`src/rtl/serial_add_ctrl.sv`:
```
// Bit-serial adder: one full-adder cell, LSB first, with a registered carry loop and a start/busy/done handshake.
// Optional subtract mode is enabled with `define SERIAL_ADD_SUB_EN (adds the sub input).

module fa1 (
    input  logic a,
    input  logic b,
    input  logic ci,
    output logic s,
    output logic co
);
    assign s  = a ^ b ^ ci;
    assign co = (a & b) | (ci & (a ^ b));
endmodule

// Handshake: start is accepted only on a clock edge where the state is IDLE; busy is high from the
// cycle after acceptance through the done cycle; done is a one-cycle pulse and sum/co/ovf hold until
// the next accepted start completes.
module serial_add_ctrl #(
    parameter int WIDTH = 8
) (
    input  logic             clk,
    input  logic             rst,
    input  logic             start,
    input  logic [WIDTH-1:0] a,
    input  logic [WIDTH-1:0] b,
    input  logic             ci,
`ifdef SERIAL_ADD_SUB_EN
    input  logic             sub,
`endif
    output logic             busy,
    output logic             done,
    output logic [WIDTH-1:0] sum,
    output logic             co,
    output logic             ovf,
    output logic [1:0]       state_dbg
);
    localparam int CW = $clog2(WIDTH) + 1;

    typedef enum logic [1:0] {
        IDLE  = 2'd0,
        SHIFT = 2'd1,
        DONE  = 2'd2
    } state_t;

    state_t           state, state_nxt;
    logic [WIDTH-1:0] a_sr, b_sr, sum_sr, sum_nxt;
    logic             carry;
    logic [CW-1:0]    cnt;
    logic             last_bit;
    logic             cell_b, cell_s, cell_co;
`ifdef SERIAL_ADD_SUB_EN
    logic             sub_r;
`endif

`ifdef SERIAL_ADD_SUB_EN
    assign cell_b = b_sr[0] ^ sub_r;
`else
    assign cell_b = b_sr[0];
`endif

    fa1 u_fa1 (
        .a  (a_sr[0]),
        .b  (cell_b),
        .ci (carry),
        .s  (cell_s),
        .co (cell_co)
    );

    assign last_bit  = (cnt == CW'(WIDTH - 1));
    assign sum_nxt   = WIDTH'({cell_s, sum_sr} >> 1);
    assign busy      = (state != IDLE);
    assign done      = (state == DONE);
    assign state_dbg = state;

    always_ff @(posedge clk) begin
        if (rst) state <= IDLE;
        else     state <= state_nxt;
    end

    always_comb begin
        state_nxt = state;
        case (state)
            IDLE:    if (start) state_nxt = SHIFT;
            SHIFT:   if (last_bit) state_nxt = DONE;
            DONE:    state_nxt = IDLE;
            default: state_nxt = IDLE;
        endcase
    end

    always_ff @(posedge clk) begin
        if (rst) begin
            a_sr   <= '0;
            b_sr   <= '0;
            sum_sr <= '0;
            carry  <= 1'b0;
            cnt    <= '0;
            sum    <= '0;
            co     <= 1'b0;
            ovf    <= 1'b0;
`ifdef SERIAL_ADD_SUB_EN
            sub_r  <= 1'b0;
`endif
        end else begin
            if (state == IDLE && start) begin
                a_sr  <= a;
                b_sr  <= b;
                cnt   <= '0;
`ifdef SERIAL_ADD_SUB_EN
                sub_r <= sub;
                carry <= sub ? 1'b1 : ci;
`else
                carry <= ci;
`endif
            end else if (state == SHIFT) begin
                sum_sr <= sum_nxt;
                a_sr   <= a_sr >> 1;
                b_sr   <= b_sr >> 1;
                carry  <= cell_co;
                cnt    <= cnt + 1'b1;
                if (last_bit) begin
                    // During the MSB cycle the carry register still holds the carry into the MSB.
                    sum <= sum_nxt;
                    co  <= cell_co;
                    ovf <= carry ^ cell_co;
                end
            end
        end
    end
endmodule

```
`config.mk`:
```
export PLATFORM = sky130hd
export DESIGN_NAME = serial_add_ctrl
export DESIGN_NICKNAME = d
export VERILOG_FILES = /design/src/rtl/serial_add_ctrl.sv
export SDC_FILE = /design/constraint.sdc
export NUM_CORES = 1
export LEC_CHECK = 0
export BUFFER_PORTS_ARGS = -buffer_cell sky130_fd_sc_hd__buf_2
export CORE_MARGIN = 3
export CORE_UTILIZATION = 50
export CTS_BUF_LIST = sky130_fd_sc_hd__clkbuf_4
export CTS_CLUSTER_DIAMETER = 200
export DETAILED_ROUTE_END_ITERATION = 7
export PLACE_DENSITY = 0.73
export SLEW_MARGIN = 10
export SYNTH_ARGS = -nofsm -noshare
export SYNTH_HDL_FRONTEND = slang
export SYNTH_HIERARCHICAL = 1
export SYNTH_SLANG_ARGS = --single-unit
```
`constraint.sdc`:
```
create_clock -name clk -period 1.8 [get_ports clk]
set_input_delay 0.45 -clock clk [delete_from_list [all_inputs] [get_ports clk]]
set_output_delay 0.45 -clock clk [all_outputs]
set_load 0.01 [all_outputs]
```
# == After elaboration in Yosys (flattened, before gate mapping) ==
# Index checks and enable logic that the tools add are counted.
# op_classes
addsub,1
eq_ne,5
mux,9
bitwise_logic,7
n_reduce_logical,8
# op_table
operator,count
$mux W8,4
$add A4 B1 Y4 const B,1
$eq A4 B3 Y1 const B,1
$mux W2,2
$ne A2 B2 Y1 const B,2
$pmux W2 S2,1
$reduce_and A2 Y1,2
$reduce_bool A2 Y1,2
$reduce_and A3 Y1,1
$xor A1 B1 Y1,3
$and A1 B1 Y1,2
$eq A2 B1 Y1 const B,1
$eq A2 B2 Y1 const B,1
$logic_not A2 Y1,1
$mux W1,2
$reduce_or A2 Y1,1
$logic_and A1 B1 Y1,1
$not A1 Y1,1
$or A1 B1 Y1,1
# word_totals
regBits,41
input_bits,20
out_inout_bits,14
word_cells,39

# == Logic depth before layout (Yosys ltp) ==
# logic_depth
depth_word,5
depth_mapped,6
depth_no_buf,4

# == Modules after synthesis ==
# Netlist, hierarchy kept.
# modules_own_cells
mod,instances,cells_per_inst,area_per_inst_um2,seq_area_each_um2
serial_add_ctrl,1,199,1716.6,800.8
fa1,1,1,20.0,0.0

# == Least setup slack after synthesis ==
# Ideal clock, no wire load.
# synth_timing
path_type,input to register
start,input start
end,register a_sr[1]
setup_time_ns,0.134
t_arrival_ns,1.261
t_required_ns,1.666
path_slack_ns,0.405
stages,5
path_buffers,2
path_cell_list,or3b_2 -> buf_2 -> buf_6 -> nor2_1 -> a211oi_1
# synth_between
elab_chain_cells,2
elab_cells_between_ends,3
cone_classes,1 x mux; 2 x reduce/logical
# synth_lines
item,line_no,rtl
from (decl),23,"input logic start,"
$logic_and A1 B1 Y1 (*),104,if (state == IDLE && start) begin
$mux W8 / $reduce_bool A2 Y1 (equally long branches),--,
to (signal assigned),116,a_sr <= a_sr >> 1;
to (decl),46,"logic [WIDTH-1:0] a_sr, b_sr, sum_sr, sum_nxt;"
# Mark *: on every way between the ends. The rest lies on a longest branch, timed or not.
# A chain may end at the register's enable or synchronous reset.

# == Final worst setup path ==
# layout_timing
start,"register state[1], in the netlist state_dbg[1]"
end,output busy
# layout_between
elab_chain_cells,1
# layout_lines
item,line_no,rtl
from (decl),45,"state_t state, state_nxt;"
from (signal assigned),77,else state <= state_nxt;
$reduce_bool A2 Y1,71,assign busy = (state != IDLE);
to (decl),30,"output logic busy,"
# No other way between the ends.

==> results.json <==
{
  "min-delay-start": "a[7]",
  "setup_tns_ns": 0,
  "first_global_vias": 1436,
  "yosysTopAreaCell": "dfxtp_1",
  "h-tree-depth": 2,
  "ant_nets": 0,
  "num_antenna_cells": 0,
  "multi_input_area_um2": 827,
  "rsz0062_at_grt": "no",
  "drv_slew": 0,
  "synth_edf_count": 0,
  "yosysSeqAreaShare_pct": 46.1,
  "synth_seq_cells": 40,
  "layout_common_cells": "nand2_1 (46), dfxtp_1 (39), buf_2 (33)",
  "grt_pass1_wl_um": 6040,
  "async_flop_share_pct": 0,
  "synth_area_um2": 1740,
  "dp_hpwl_um": 2410,
  "grt_usage_pct": 18.6,
  "finClkSkew_ns": 0.00767,
  "initialDrtViolationCount": 75,
  "gp_congestion": 0.723,
  "critPathKind": "reg2out",
  "critPathMaxFanout": 12,
  "cts_made_buffers": 5,
  "grt_antenna_before_repair": 0,
  "routed_via_density": 5.35,
  "insertion_delay_ns": 0.35,
  "yosys_warnings": 6,
  "stdcell_count": 273,
  "synth_cell_types": 31,
  "cts_setup_buffers": 0,
  "met1_usage_pct": 20.5,
  "critPathArrivalTime_ns": 1.28,
  "clkSinkCount": 40,
  "initial_core_util_pct": 54.6,
  "die_w_um": 64.9,
  "grtUsageMet2_pct": 32.1,
  "final_area_um2": 1960,
  "syn_inst": 200,
  "syn_area_per_cell_um2": 8.68,
  "netlist_top_cells_area": "dfxtp_1 (46%), nand2_1 (9.9%), a21oi_1 (7.2%)",
  "area_growth_pct": 12.7,
  "busiest_layer": "met2",
  "grt_overflow": 0,
  "wl_per_cell_um": 12.7,
  "r2r-start": "state_dbg[1]",
  "n_fill_cell": 291,
  "cts-root-buf": "clkbuf_4",
  "layout_commonest_cell": "nand2_1",
  "pwr_density_cell_nw_per_um2": 822,
  "ioPinCount": 34,
  "cts_tree": "done",
  "met3_usage_pct": 4.51,
  "post-route-period-util_pct": 96.0,
  "worst_pin_slew_ns": 0.416,
  "hold_violations": 0,
  "hold_class": "in2reg",
  "cts.path.max_buffers": 2,
  "clock.fmax_mhz": 578,
  "grt_max_degree": 28,
  "seqCellArea_um2": 802,
  "row_count": 20,
  "drt-total-wl_um": 3460,
  "critPathRequiredTime_ns": 1.35,
  "synth_top_area_share_pct": 46.1,
  "drtPass1Iterations": 4,
  "place_inst": 266,
  "dr_total_vias": 1460,
  "fp.dieArea_um2": 4220,
  "port_buffers": 33,
  "drive_above_1_share_pct": 24.0,
  "setup_viol": 0,
  "placed_area_um2": 1910,
  "setup.worst_path.start": "state_dbg[1]",
  "leakage_uw": 0.000764,
  "drc": 0,
  "clkSlewWorstSetupHoldPaths_ns": 0.11,
  "synth_nets": 222,
  "slew_headroom_pct": 72.3,
  "run_status": "complete, no violations",
  "synth_flop_cell": "dfxtp_1",
  "crit_path_end_kind": "output pin",
  "cap_violations": 0,
  "die_height_um": 64.9,
  "fin_crit_ns": 1.73,
  "nNetsFinal": 251,
  "core_um2": 3180,
  "cp-start-kind": "flip-flop",
  "hold-worst-slack_ns": 0.335,
  "ir_drop_mv": 0.566
}
## where the power goes
group	total, µW	internal, µW	leakage, µW	switching (µW)
Sequential	959	926	0.000327	32.4
Combinational	213	93.8	0.000406	119
Clock	437	159	0.0000315	278
Total	1610	1180	0.000764	430
## layout make-up
type	instances	share of cell area, %
multi-input combinational	142	42.3
clock inverter	1	0.256
tap	44	2.81
timing repair buffer	38	11.0
inverter	2	0.384
clock buffer	6	2.30
sequential	40	41.0
## flip-flops by register name, summed over array words and instances (netlist names), 2 cells and up
signal     count
b_sr           8
sum_sr         7
state_dbg      2
a_sr           8
cnt            4
sum            8
## cells by family (layout without fill, tap and decap cells)
kind of cell	count (synthesis)	in the layout	share of synthesized area [%]
buffers and inverters	18	47	6.27
AOI/OAI and AO/OA	44	44	16.4
xor gates and xnor gates	3	3	1.51
adders and majority gates	2	2	1.87
DFF	40	40	46.1
muxes	10	10	5.76
and+or+nand+nor	83	83	22.1
## critical path, cell delays in order, from the launching register on
cell and delay (ns):
dfxtp_1 0.45, or2_2 0.34, buf_2 0.14
## metrics by stage
stage                     total power [µW]  util (%)  setup slack [ns]
after floorplan                       1130         -             0.405
after global placement                1180      60.0             0.301
after detailed placement              1190      60.0             0.221
after CTS                             1620      61.6            0.0495
after global routing                  1690      61.6           0.00690
final                                 1610      61.6            0.0711
## path summary, 6_finish.rpt
path,cells past startpoint,endpoint,slack [ns]
min,3,a_sr[7],0.33
min reg2reg,2,sum[6],0.46
max,2,busy,0.07
max reg2reg,4,a_sr[5],0.22
## cell usage after synthesis (all sizes together), types with 3 or more instances
library cell,n
clkbuf,5
buf,11
nand3,3
dfxtp,40
a211oi,13
o221a,3
nor2,18
nand2,46
nor2b,4
mux2i,10
nor3,4
a21oi,25
## routing by layer
layer | share of wire (%) | wire (µm)
met1 | 45 | 1540
met3 | 4.8 | 167
met5 | 0 | 0
met2 | 47 | 1640
met4 | 3.3 | 115
## timing repair
item                       4_1_cts  5_1_grt
resized for setup                1        0
hold buffers                     0        0
setup endpoints to repair        1        0
No activity file was read; power rests on OpenSTA's default activity.
